===== src/rtl/l1_memory_arbiter_pkg.sv =====
// ============================================================================
// Module      : l1_memory_arbiter_pkg
// Description : Definitions shared by the L1 instruction cache, the L1 data
//               cache and the memory arbiter. It holds the bus transfer
//               encodings, the arbiter state encoding and the owner
//               identifiers.
// Contents    : TRANS_IDLE / TRANS_NONSEQ  transfer-type encodings
//               arb_state_e                arbiter FSM state encoding
//               OWNER_I / OWNER_D          requester identifiers
//               trans_active()             "requester wants the bus" decode
// Revision    : 1.0  initial release
// ============================================================================
`default_nettype none

package l1_memory_arbiter_pkg;

  // Bus transfer encodings driven by both caches.
  localparam logic [1:0] TRANS_IDLE   = 2'b00;
  localparam logic [1:0] TRANS_NONSEQ = 2'b10;

  // Arbiter state encoding.
  typedef enum logic [1:0] {
    ARB_IDLE    = 2'b00,
    ARB_GRANT_I = 2'b01,
    ARB_GRANT_D = 2'b10
  } arb_state_e;

  // Requester identity. This is a single bit so the other requester is ~owner.
  localparam logic OWNER_I = 1'b0;
  localparam logic OWNER_D = 1'b1;

  // A requester is active only for a NONSEQ transfer. Every other encoding,
  // including the reserved ones, counts as idle.
  function automatic logic trans_active(input logic [1:0] trans);
    return (trans == TRANS_NONSEQ);
  endfunction

endpackage

`default_nettype wire


===== src/rtl/l1_memory_arbiter.sv =====
// ============================================================================
// Module      : l1_memory_arbiter
// Description : Two-way arbiter that places the L1 instruction cache and the
//               L1 data cache onto one memory port. A winner keeps the port
//               for a whole burst: LINE_BEATS beats for the icache, and either
//               LINE_BEATS beats or 1 beat for the dcache. When both caches
//               request together, the winner is chosen round-robin. At the end
//               of a burst the port passes directly to a waiting requester,
//               with no idle cycle in between.
// Ports       : clk             clock; all state changes on the rising edge
//               rst             asynchronous reset, active low
//               i_req_addr/i_write/i_trans          icache request
//               d_req_addr/d_write/d_wdata/d_trans/d_burst
//                                                   dcache request
//               mem_addr/mem_write/mem_wdata/mem_trans
//                                                   memory request (owner mux)
//               mem_data_valid/mem_rdata            memory beat response
//               i_data_valid/d_data_valid           beat routed to the owner
//               rdata           mem_rdata broadcast to both caches
//               i_grant/d_grant registered ownership flags
// Revision    : 1.0  initial release
// ============================================================================
`default_nettype none

module l1_memory_arbiter
  import l1_memory_arbiter_pkg::*;
#(
  parameter int LINE_BEATS = 16,
  parameter int ADDR_W     = 32
) (
  input  logic              clk,
  input  logic              rst,
  // icache request
  input  logic [ADDR_W-1:0] i_req_addr,
  input  logic              i_write,
  input  logic [1:0]        i_trans,
  // dcache request
  input  logic [ADDR_W-1:0] d_req_addr,
  input  logic              d_write,
  input  logic [ADDR_W-1:0] d_wdata,
  input  logic [1:0]        d_trans,
  input  logic              d_burst,
  // memory port
  output logic [ADDR_W-1:0] mem_addr,
  output logic              mem_write,
  output logic [ADDR_W-1:0] mem_wdata,
  output logic [1:0]        mem_trans,
  input  logic              mem_data_valid,
  input  logic [ADDR_W-1:0] mem_rdata,
  // responses back to the caches
  output logic              i_data_valid,
  output logic              d_data_valid,
  output logic [ADDR_W-1:0] rdata,
  output logic              i_grant,
  output logic              d_grant
);

  // The beat counter holds LINE_BEATS-1 down to 0. The width is kept at
  // least 1 so that a one-beat line still elaborates.
  localparam int              CNT_W      = (LINE_BEATS > 1) ? $clog2(LINE_BEATS) : 1;
  localparam logic [CNT_W-1:0] FULL_COUNT = CNT_W'(LINE_BEATS - 1);

  // --------------------------------------------------------------------------
  // Helper functions
  // --------------------------------------------------------------------------

  // Round-robin tie break: the requester that did not own the port last wins.
  function automatic logic rr_pick(input logic last);
    return (last == OWNER_D) ? OWNER_I : OWNER_D;
  endfunction

  // Beats remaining after the first one. The icache always moves a full line.
  // For the dcache, d_burst is sampled when the grant starts.
  function automatic logic [CNT_W-1:0] load_count(input logic owner,
                                                  input logic burst);
    if (owner == OWNER_I || burst) begin
      return FULL_COUNT;
    end
    return '0;
  endfunction

  // --------------------------------------------------------------------------
  // State
  // --------------------------------------------------------------------------
  arb_state_e       state;
  logic [CNT_W-1:0] beats_left;
  logic             last_owner;

  // --------------------------------------------------------------------------
  // Transition decisions
  // --------------------------------------------------------------------------
  logic i_act;
  logic d_act;
  logic cur_owner;
  logic own_act;
  logic other_act;
  logic start_grant;
  logic start_owner;
  logic go_idle;
  logic count_beat;

  assign i_act     = trans_active(i_trans);
  assign d_act     = trans_active(d_trans);
  assign cur_owner = (state == ARB_GRANT_D) ? OWNER_D : OWNER_I;
  assign own_act   = (cur_owner == OWNER_D) ? d_act : i_act;
  assign other_act = (cur_owner == OWNER_D) ? i_act : d_act;

  // start_grant covers three cases: a fresh grant from IDLE, a handoff to the
  // other requester, and a reload for the same owner. All three load the
  // counter and update last_owner in the same way.
  always_comb begin
    start_grant = 1'b0;
    start_owner = OWNER_I;
    go_idle     = 1'b0;
    count_beat  = 1'b0;
    case (state)
      ARB_IDLE: begin
        // A stray mem_data_valid in IDLE is ignored.
        if (i_act || d_act) begin
          start_grant = 1'b1;
          if (i_act && d_act) begin
            start_owner = rr_pick(last_owner);
          end else begin
            start_owner = d_act ? OWNER_D : OWNER_I;
          end
        end
      end
      ARB_GRANT_I, ARB_GRANT_D: begin
        // The owner's trans may drop between beats. The grant is held until
        // the final beat, and a request from the non-owner waits until then.
        if (mem_data_valid) begin
          if (beats_left == '0) begin
            if (other_act) begin
              // A waiting requester takes over without an idle cycle.
              start_grant = 1'b1;
              start_owner = ~cur_owner;
            end else if (own_act) begin
              // No one else is waiting, so the owner keeps the port for
              // another burst.
              start_grant = 1'b1;
              start_owner = cur_owner;
            end else begin
              go_idle = 1'b1;
            end
          end else begin
            count_beat = 1'b1;
          end
        end
      end
      default: go_idle = 1'b1;
    endcase
  end

  // --------------------------------------------------------------------------
  // FSM with registered grant outputs
  // --------------------------------------------------------------------------
  always_ff @(posedge clk or negedge rst) begin
    if (!rst) begin
      state      <= ARB_IDLE;
      beats_left <= '0;
      last_owner <= OWNER_D;   // after reset, the icache wins the first tie
      i_grant    <= 1'b0;
      d_grant    <= 1'b0;
    end else if (start_grant) begin
      if (start_owner == OWNER_D) begin
        state <= ARB_GRANT_D;
      end else begin
        state <= ARB_GRANT_I;
      end
      i_grant    <= (start_owner == OWNER_I);
      d_grant    <= (start_owner == OWNER_D);
      last_owner <= start_owner;
      beats_left <= load_count(start_owner, d_burst);
    end else if (go_idle) begin
      state      <= ARB_IDLE;
      beats_left <= '0;
      i_grant    <= 1'b0;
      d_grant    <= 1'b0;
    end else if (count_beat) begin
      beats_left <= beats_left - 1'b1;
    end
  end

  // --------------------------------------------------------------------------
  // Memory-side mux and response routing
  // --------------------------------------------------------------------------
  // These signals are steered by the registered grant flags. A reset clears
  // the flags at once, so the memory port and both valids drop immediately.
  always_comb begin
    mem_addr  = '0;
    mem_write = 1'b0;
    mem_wdata = '0;
    mem_trans = TRANS_IDLE;
    if (i_grant) begin
      mem_addr  = i_req_addr;
      mem_write = i_write;
      mem_trans = i_trans;
    end else if (d_grant) begin
      mem_addr  = d_req_addr;
      mem_write = d_write;
      mem_wdata = d_wdata;
      mem_trans = d_trans;
    end
  end

  assign i_data_valid = i_grant & mem_data_valid;
  assign d_data_valid = d_grant & mem_data_valid;
  assign rdata        = mem_rdata;

endmodule

`default_nettype wire


===== config.mk =====
export PLATFORM = sky130hd
export DESIGN_NAME = l1_memory_arbiter
export DESIGN_NICKNAME = d
export VERILOG_FILES = /design/src/rtl/l1_memory_arbiter_pkg.sv /design/src/rtl/l1_memory_arbiter.sv
export SDC_FILE = /design/constraint.sdc
export NUM_CORES = 1
export LEC_CHECK = 0
export CORE_AREA = 4 4 91 93
export CTS_BUF_LIST = sky130_fd_sc_hd__clkbuf_4
export DETAILED_ROUTE_END_ITERATION = 6
export DIE_AREA = 0 0 95 97
export PLACE_DENSITY = 0.86
export SYNTH_ARGS = -nofsm -noshare
export SYNTH_HDL_FRONTEND = slang
export SYNTH_SLANG_ARGS = --single-unit

===== constraint.sdc =====
create_clock -name clk -period 2.45 [get_ports clk]
set_clock_uncertainty 0.1 [all_clocks]
set_input_delay 0.3675 -clock clk [delete_from_list [all_inputs] [get_ports clk]]
set_output_delay 0.3675 -clock clk [all_outputs]
set_load 0.02 [all_outputs]

==> results.cfg, run 1 <==
[outcome]
status = completed

[cts]
root_buffer = clkbuf_4
cts_buffer_depth = 2
clock_sinks = 7
clkLatencyLatePin_ps = 250
cts_tree = done
clkTransAtPathRegs_ps = 50
cts-buffers-inserted = 3
hold_buffers = 0
cts_max_level = 1

[place]
io_buffers = 176
hpwl_um = 6540
place_congestion = 0.851

[sta]
hold_viol_final = 0
slew_viol_final = 0
slew_headroom_pct = 71.1
finalSetupViolCount = 0
period_minus_slack_ps = 2350
worstMarginPinSlew_ps = 430
fmax_mhz = 426
finalSetupTns_ps = 0
whs_ps = 293
rsz0062_at_grt = false
finalCritPeriodShare_pct = 95.9

[pwr]
power.leakage_nw = 1.67
powerDensity_nw_per_um2 = 646
p_total_mw = 2.03
vdd_drop_max_mv = 0.204

[critical_path]
cp_slowest_cell = clkdlybuf4s50_1
critPathKind = flip-flop to output pin
ff2ff_path_depth = 6
startpoint_type = flip-flop
max_stage_delay_ps = 610
reg2reg_to = beats_left[1]
crit_path_end_kind = output pin
cp_num_buf_inv = 2
cpLargestDelayFamily = buffers and inverters
r2r-start = d_grant
cp_max_fo = 15
critPathArrivalTime_ps = 1880
critical_path_required_ps = 1980
rrSetupSlack_ps = 260
crit_path_cell_trace = nor2_2, buf_4, a22o_1, clkdlybuf4s50_1

[die]
row_count = 32
dieArea_um2 = 9220
dieWidth_um = 95
core_area_um2 = 7530
dieHeight_um = 97
initial_utilization_pct = 18.4
ios = 241

[routing]
remaining_drc_errors = 0
wl_um = 7710
post_drt_via_cell_ratio = 4.59
vias = 1925
final_antenna_net_count = 0
drt_iter0_markers = 60
firstDrtPassIters = 4
routedWlPerCell_um = 18.4

[yosys]
avgSynthCellArea_um2 = 7.97
async_flop_share_pct = 100
yosysWarnings = 0
syn_inst = 174
syn_nets = 317
ys.flop_type = dfrtp_1
yosys_register_bits = 7
synth-edff-count = 0
ys_seq_area_share_pct = 12.7
synth_cell_type_count = 37
syn_area_um2 = 1390

[finish]
drive_above_1_share_pct = 8.20
final_nets = 461
antenna_cells = 0
syn_to_final_growth_pct = 127
final_util_pct = 41.8

[global_routing]
grt_first_pass_wirelength_um = 10900
grt_overflow = 0
antenna_found_initial = 0
grt_max_degree = 34
grt_usage_pct = 15.2
grt_pass1_vias = 2027

[min_path]
hold_path.class = input pin to async pin

[flow_run]
maxCapViolations = 0
-- worst max-delay path by stage --
stage,start,end,depth (start not counted)
2_1_floorplan,i_grant,beats_left[2],8
3_3_place_gp,i_trans[1],beats_left[1],6
3_5_place_dp,i_trans[1],beats_left[1],6
4_1_cts,i_grant,mem_wdata[6],4
5_1_grt,i_grant,mem_addr[12],4
6_report,i_grant,mem_addr[12],4
-- cells by family (layout without fill, tap and decap cells) --
logic type | Yosys count | count (layout) | share of synthesized area [%]
AND/OR/NAND/NOR | 56 | 56 | 25.3
AO/OA/AOI/OAI | 54 | 54 | 34.2
buffers and inverters | 51 | 194 | 22.5
flip-flops | 7 | 7 | 12.7
adder cells (fa/ha/maj) | 5 | 5 | 4.51
multiplexers | 1 | 1 | 0.812
-- cells in the final DEF, fill, tap and decap left out, types with 5 or more instances in the layout --
| cell | instances |
|---|---|
| buf_4 | 6 |
| ha_1 | 5 |
| and3_1 | 32 |
| dlymetal6s2s_1 | 22 |
| dfrtp_1 | 5 |
| a22o_1 | 33 |
| clkdlybuf4s50_1 | 151 |
-- power breakdown --
part           switching [mW]  total [mW]  internal, mW
sequential             0.0651       0.233         0.168
combinational           0.829        1.68         0.855
clock                  0.0401       0.113        0.0730
-- worst register-to-register path: cells and delay by family (launching register included) --
family | cells | cell delay (ps)
AOI/OAI and AO/OA | 2 | 680
DFF | 1 | 360
buffers and inverters | 2 | 360
and+or+nand+nor | 1 | 300
adders and majority gates | 1 | 280
-- state kept, by name (all words and copies together) (netlist names) --
signal / flops
beats_left: 4
last_owner: 1
i_grant: 1
d_grant: 1
-- Yosys cell counts (all sizes together), types with 3 or more instances --
cell type	count	area (um2)
nand2	4	15.0
inv	5	18.8
nor2b	3	33.8
nor2	4	15.0
buf	33	244
o32a	3	30.0
nor3	4	20.0
a22o	34	299
dfrtp	6	150
and3	32	200
ha	5	62.6
clkbuf	12	45.0
o21ai	6	30.0
-- per-layer routing --
| metal | wire length (um) | GRT usage (%) | share of wire [%] |
|---|---|---|---|
| met1 | 2570 | 14.6 | 33 |
| met2 | 3680 | 26.1 | 48 |
| met3 | 1440 | 11.5 | 19 |
| met4 | 23 | 2.55 | 0.30 |
| met5 | 0 | 0 | 0 |
-- area by class of cell --
type | count | area (um2)
tap | 102 | 128
timing repair buffer | 184 | 1880
clock buffer | 4 | 30.0
inverter | 6 | 22.5
sequential | 7 | 178
fill | 746 | 4380
multi-input combinational | 116 | 901
-- per-stage QoR --
| step | setup slack [ps] | instances | cell area, um2 |
|---|---|---|---|
| 4_1_cts | 3.83 | 419 | 3080 |
| 3_5_place_dp | 68.2 | 415 | 3050 |
| 3_3_place_gp | 113 | 415 | 3050 |
| 6_report | 102 | 419 | 3140 |
| 2_1_floorplan | 40.3 | 174 | 1390 |
| 5_1_grt | 7.36 | 419 | 3140 |
-- timing repair --
action	in CTS	in global routing
resized for setup	4	26
endpoints found under the setup margin	32	59
buffers inserted	0	0
hold endpoints to repair	0	0
Note: power is estimated with default switching activity, not from simulation.
==> run 2, diff against run 1 <==
Settings changed: GPL_ROUTABILITY_DRIVEN from default to 0.
==> results of run 2 <==
The final DEF is identical to that of run 1; final timing and power are the same.
